==> src/rtl/alu_control_mc_if.sv <==
// Decode-stage <-> ALU control handshake and result bus.
interface alu_control_mc_if #(
    parameter int unsigned DATA_WIDTH = 16
);
    logic                      opValid;
    logic                      opReady;
    logic [2:0]                aluOp;
    logic [2:0]                func;
    logic                      shiftDirection;
    logic [DATA_WIDTH-1:0]     srcA;
    logic [DATA_WIDTH-1:0]     srcB;
    logic [3:0]                aluControl;
    logic                      ctrlValid;
    logic                      illegalOp;
    logic                      busy;
    logic [2*DATA_WIDTH-1:0]   mulResult;
    logic                      mulDone;

    // Decode stage side
    modport master (
        output opValid, aluOp, func, shiftDirection, srcA, srcB,
        input  opReady, aluControl, ctrlValid, illegalOp, busy, mulResult, mulDone
    );

    // ALU control unit side
    modport slave (
        input  opValid, aluOp, func, shiftDirection, srcA, srcB,
        output opReady, aluControl, ctrlValid, illegalOp, busy, mulResult, mulDone
    );
endinterface

==> src/rtl/alu_control_mc.sv <==
// ALU control decoder with registered outputs and a shift-add unsigned multiplier.
module alu_control_mc #(
    parameter int unsigned DATA_WIDTH = 16,
    parameter int unsigned CNT_WIDTH  = 5
) (
    input  logic               clk,
    input  logic               rst,
    alu_control_mc_if.slave    bus
);
    localparam int unsigned PW = 2 * DATA_WIDTH;

    typedef enum logic [1:0] {IDLE, MUL, DONE} state_t;

    state_t                 state;
    logic [PW-1:0]          mcand;
    logic [DATA_WIDTH-1:0]  mplier;
    logic [PW-1:0]          acc;
    logic [CNT_WIDTH-1:0]   cnt;
    logic [PW-1:0]          acc_next_c;
    logic                   accept_c;

    // One shift-add step of the product
    assign acc_next_c = mplier[0] ? (acc + mcand) : acc;

    // Ready only when idle and not in reset
    assign bus.opReady = (state == IDLE) && !rst;
    assign accept_c    = bus.opValid && bus.opReady;

    // Control FSM, decode and multiplier datapath
    always_ff @(posedge clk) begin
        if (rst) begin
            state          <= IDLE;
            bus.aluControl <= 4'd0;
            bus.ctrlValid  <= 1'b0;
            bus.illegalOp  <= 1'b0;
            bus.mulDone    <= 1'b0;
            bus.mulResult  <= '0;
            bus.busy       <= 1'b0;
            mcand          <= '0;
            mplier         <= '0;
            acc            <= '0;
            cnt            <= '0;
        end else begin
            bus.ctrlValid <= 1'b0;
            bus.illegalOp <= 1'b0;
            bus.mulDone   <= 1'b0;
            case (state)
                IDLE: begin
                    if (accept_c) begin
                        bus.ctrlValid <= 1'b1;
                        case (bus.aluOp)
                            3'd0: bus.aluControl <= 4'd0;
                            3'd1: bus.aluControl <= 4'd1;
                            3'd2: bus.aluControl <= {1'b0, bus.func};
                            3'd3: bus.aluControl <= bus.shiftDirection ? 4'd6 : 4'd7;
                            3'd4: bus.aluControl <= 4'd8;
                            3'd5: begin
                                // Multiply: ctrlValid is deferred to DONE
                                bus.aluControl <= 4'd9;
                                bus.ctrlValid  <= 1'b0;
                                bus.busy       <= 1'b1;
                                mcand          <= PW'(bus.srcA);
                                mplier         <= bus.srcB;
                                acc            <= '0;
                                cnt            <= '0;
                                state          <= MUL;
                            end
                            default: begin
                                bus.aluControl <= 4'd0;
                                bus.illegalOp  <= 1'b1;
                            end
                        endcase
                    end
                end
                MUL: begin
                    acc    <= acc_next_c;
                    mcand  <= mcand << 1;
                    mplier <= mplier >> 1;
                    cnt    <= cnt + CNT_WIDTH'(1);
                    if (cnt == CNT_WIDTH'(DATA_WIDTH - 1)) begin
                        bus.mulResult <= acc_next_c;
                        bus.mulDone   <= 1'b1;
                        bus.ctrlValid <= 1'b1;
                        state         <= DONE;
                    end
                end
                DONE: begin
                    bus.busy <= 1'b0;
                    state    <= IDLE;
                end
                default: begin
                    bus.busy <= 1'b0;
                    state    <= IDLE;
                end
            endcase
        end
    end
endmodule

==> src/flat_wrapper.sv <==
// flat-port wrapper written by rule: the top's interface ports become plain ports
module alu_control_mc_flat 
#(
    parameter int unsigned DATA_WIDTH = 16,
    parameter int unsigned CNT_WIDTH  = 5
)
  (clk, rst, bus_opValid, bus_aluOp, bus_func, bus_shiftDirection, bus_srcA, bus_srcB, bus_opReady, bus_aluControl, bus_ctrlValid, bus_illegalOp, bus_busy, bus_mulResult, bus_mulDone);
  alu_control_mc_if #(.DATA_WIDTH(DATA_WIDTH)) bus_i ();
  input  logic clk;
  input  logic rst;
  input wire logic [$bits(bus_i.opValid)-1:0] bus_opValid;
  input wire logic [$bits(bus_i.aluOp)-1:0] bus_aluOp;
  input wire logic [$bits(bus_i.func)-1:0] bus_func;
  input wire logic [$bits(bus_i.shiftDirection)-1:0] bus_shiftDirection;
  input wire logic [$bits(bus_i.srcA)-1:0] bus_srcA;
  input wire logic [$bits(bus_i.srcB)-1:0] bus_srcB;
  output wire logic [$bits(bus_i.opReady)-1:0] bus_opReady;
  output wire logic [$bits(bus_i.aluControl)-1:0] bus_aluControl;
  output wire logic [$bits(bus_i.ctrlValid)-1:0] bus_ctrlValid;
  output wire logic [$bits(bus_i.illegalOp)-1:0] bus_illegalOp;
  output wire logic [$bits(bus_i.busy)-1:0] bus_busy;
  output wire logic [$bits(bus_i.mulResult)-1:0] bus_mulResult;
  output wire logic [$bits(bus_i.mulDone)-1:0] bus_mulDone;
  assign bus_i.opValid = bus_opValid;
  assign bus_i.aluOp = bus_aluOp;
  assign bus_i.func = bus_func;
  assign bus_i.shiftDirection = bus_shiftDirection;
  assign bus_i.srcA = bus_srcA;
  assign bus_i.srcB = bus_srcB;
  assign bus_opReady = bus_i.opReady;
  assign bus_aluControl = bus_i.aluControl;
  assign bus_ctrlValid = bus_i.ctrlValid;
  assign bus_illegalOp = bus_i.illegalOp;
  assign bus_busy = bus_i.busy;
  assign bus_mulResult = bus_i.mulResult;
  assign bus_mulDone = bus_i.mulDone;
  alu_control_mc #(.DATA_WIDTH(DATA_WIDTH), .CNT_WIDTH(CNT_WIDTH)) u_core (.clk(clk), .rst(rst), .bus(bus_i));
endmodule
==> config.mk <==
export PLATFORM = sky130hd
export DESIGN_NAME = alu_control_mc_flat
export DESIGN_NICKNAME = d
export VERILOG_FILES = /design/src/rtl/alu_control_mc_if.sv /design/src/rtl/alu_control_mc.sv /design/src/flat_wrapper.sv
export SDC_FILE = /design/constraint.sdc
export NUM_CORES = 1
export LEC_CHECK = 0
export BUFFER_PORTS_ARGS = -buffer_cell sky130_fd_sc_hd__buf_2
export CAP_MARGIN = 20
export CORE_MARGIN = 1
export CORE_UTILIZATION = 35
export DETAILED_ROUTE_END_ITERATION = 16
export PLACE_DENSITY = 0.59
export SLEW_MARGIN = 10
export SYNTH_ARGS = -nofsm -noshare
export SYNTH_HDL_FRONTEND = slang
export SYNTH_SLANG_ARGS = --single-unit
export TNS_END_PERCENT = 100
==> constraint.sdc <==
create_clock -name clk -period 6.15 [get_ports clk]
set_input_delay 0.3075 -clock clk [delete_from_list [all_inputs] [get_ports clk]]
set_output_delay 0.3075 -clock clk [all_outputs]
set_load 0.01 [all_outputs]
==> run metrics <==
status complete, no violations; vias in the first global route about 5400; Post-Syn Area roughly 6600 µm²; worst hold path class in -> reg; Yosys reg bits 127; Main synth FF type dfxtp_1; EDFF count, synth 0; Die ar. slightly below 20000 µm²; Post-Syn Area per Cell between 8 and 9 µm²; Initial Util a little over a third; CTS tree done; clock power share between 50% and 60%; measured slew at the worst slew-check pin 1.10 ns; IO Port Bufs 82; vias just under 6000; Max Freq 338 MHz; # rows 49; Final Hold Violating Endpoints 0; Comb pwr share approximately 3.6%; relative slew slack a little over a quarter; Core Region about 18000 µm²; cts repair resizes 0; Clock Tree Root clkbuf_16; H-tree depth 4; DRT iter0 DRCs between 400 and 500; wirelength, routed about 17 mm; grt ovf 0; Slew Limit Fails 0; min cycle time layout approximately 3.0 ns; post-placement cell count approximately 1000; DIE WIDTH around 140 µm; total setup buffers inserted after CTS 0; M2 GR Usage about 28%; clk_skew ~0.0082 ns; Post-synth ARST share 0%; Die Y ~140 µm; final period utilization around half; first-pass GRT wire length 27.5 mm; clock sink count approximately 130; Layout area overhead 18.7%; Post-Layout Cell Count around 1100; kind of critical path reg -> reg; critical path required time 6.46 ns; I/O Pins slightly above 80; pwr dens between 200 and 300 nW/µm²; P_sw 0.450 mW; largest net degree at the start of global routing 67; sw frac 22.2%; Via density 5.49; Fin Setup TNS 0 ns; Detail Route Antenna Nets 0; DRC Markers 0; Synth cell types 65; Clock Path Buffers 2; peak supply drop 0.000208 V; met3 Usage GRT between 4 and 5%; number of diodes 0; crit path DAT approximately 3.3 ns; syn_nets ~830; hpwl dp roughly 11 mm; hold-fix buffers at CTS 0; sequential share of power about two fifths; max cap viols 0; cell area after placement roughly 7200 µm²; synthesized netlist cell count ~760; initial antenna violation count 0; Final Setup Violations 0; Skew-Pair Late Insertion Delay 0.42 ns; synth warn 0; crit path launch type flop; Finished Cell Area 7820 µm²; CP max FO 39; total track usage 17.6%; sequential area share after synthesis between 30% and 40%; GR Util met1 roughly a quarter; RSZ-0062 raised after global routing no; DR WL/cell ~16 µm; layer with the highest usage met2; Final Net Count ~890; RePlAce Congestion between 0.8 and 0.9; share of layout cells above drive strength 1 about 18%; final core occ 42.9%; TritonRoute pass-1 iters 8; Worst Setup End Kind flop; total CTS buffers 17; Internal Pwr Total approximately 1.6 mW; static leakage ~3.3 nW; CTS clock-pin slew for the worst setup and hold paths 0.06 ns
## sequential cells by signal (all words and copies together), names as in the netlist
register,flops
u_core.acc,32
u_core.bus.mulResult,32
u_core.mcand,32
u_core.mplier,16
u_core.cnt,5
u_core.bus.aluControl,4
u_core.state,2
u_core.bus.busy,1
u_core.bus.ctrlValid,1
u_core.bus.illegalOp,1
u_core.bus.mulDone,1
## stage by stage
stage | worst slack, ns | hold WS (ns) | power (mW)
after floorplan | 3.60 | 0.421 | 0.895
after global placement | 3.08 | 0.441 | 0.925
after detailed placement | 3.01 | 0.449 | 0.926
after CTS | 3.19 | 0.119 | 2.05
after global routing | 2.94 | 0.125 | 2.10
final | 3.19 | 0.137 | 2.03
## metal layers
layer	vias up	wire [µm]
li1	2911	-
met1	2724	8230
met2	130	7560
met3	15	705
met4	0	192
met5	-	0
## kinds of logic (layout without fill, tap and decap cells)
| group | Yosys count | count (layout) | synth area share (%) |
|---|---|---|---|
| simple gates | 238 | 238 | 15.8 |
| compound gates | 237 | 237 | 27.1 |
| flops | 127 | 127 | 38.6 |
| buf+inv | 63 | 130 | 3.65 |
| fa+ha+maj | 34 | 34 | 6.58 |
| xor+xnor | 31 | 31 | 4.12 |
| mux | 26 | 26 | 4.05 |
## critical path, cell delays in order, from the launching register on
cell,delay (ns)
dfxtp_1,0.41
nor3_2,0.27
nand2_1,0.26
a21oi_4,0.90
o21bai_4,0.06
a21o_1,0.36
nor2b_1,0.32
a22o_1,0.25
## cell usage after synthesis (4+ instances only)
master	instances	area, µm²
buf_1	10	37.5
a222oi_1	30	300
xnor2_1	22	193
xor2_1	9	78.8
nand2b_1	5	31.3
o21a_1	6	45.0
clkbuf_1	40	150
mux2i_1	21	210
nor3_1	18	90.1
inv_1	9	33.8
o21bai_1	6	45.0
o21ai_0	24	120
a22o_1	8	70.1
o31a_1	5	43.8
a21o_1	20	150
mux2_2	4	45.0
nor2b_1	7	43.8
a21oi_1	45	225
nand3_1	10	50.1
a211oi_1	25	188
ha_1	33	413
nor2_1	124	465
a22oi_1	35	263
dfxtp_1	127	2540
and3_1	4	25.0
nand2_1	48	180
nand4_1	5	31.3
## path summary, 6_finish.rpt
kind | slack (ns) | from | end | cells after the start
max | 3.19 | u_core.state[1] | u_core.acc[17] | 7
min | 0.14 | bus_aluOp[1] | u_core.bus.illegalOp | 3
max reg2reg | 3.19 | u_core.state[1] | u_core.acc[17] | 7
min reg2reg | 0.46 | u_core.bus.mulResult[5] | u_core.bus.mulResult[5] | 2
## layout by cell type (no fill, tap or decap), types with 5 or more instances in the layout
cell / count
a211oi_1: 25
a21o_1: 20
a21oi_1: 44
a222oi_1: 30
a22o_1: 8
a22oi_1: 35
buf_2: 81
buf_4: 7
bufinv_16: 5
clkbuf_16: 17
dfxtp_1: 126
ha_1: 33
inv_1: 9
mux2i_1: 21
nand2_1: 48
nand2b_1: 5
nand3_1: 10
nand4_1: 5
nor2_1: 124
nor2b_1: 6
nor3_1: 18
o21a_1: 6
o21ai_0: 24
o21bai_1: 5
o31a_1: 5
xnor2_1: 22
xor2_1: 9
## cell type report
class	count	area (µm²)
fillers	1825	10400
multi-input cells	566	3830
flip-flops and latches	127	2540
repair buffers	88	458
clock buffers	17	425
well taps	229	287
clock inverters	15	233
inverters	10	37.5
## power groups by stage
stage	clock (mW)	combinational (mW)	sequential [mW]
floorplan	0	0.0445	0.851
global placement	0	0.0739	0.851
detailed placement	0	0.0742	0.851
CTS	1.14	0.0742	0.833
global route	1.18	0.0809	0.834
finish	1.12	0.0733	0.833
Note: power is estimated with default switching activity, not from simulation.
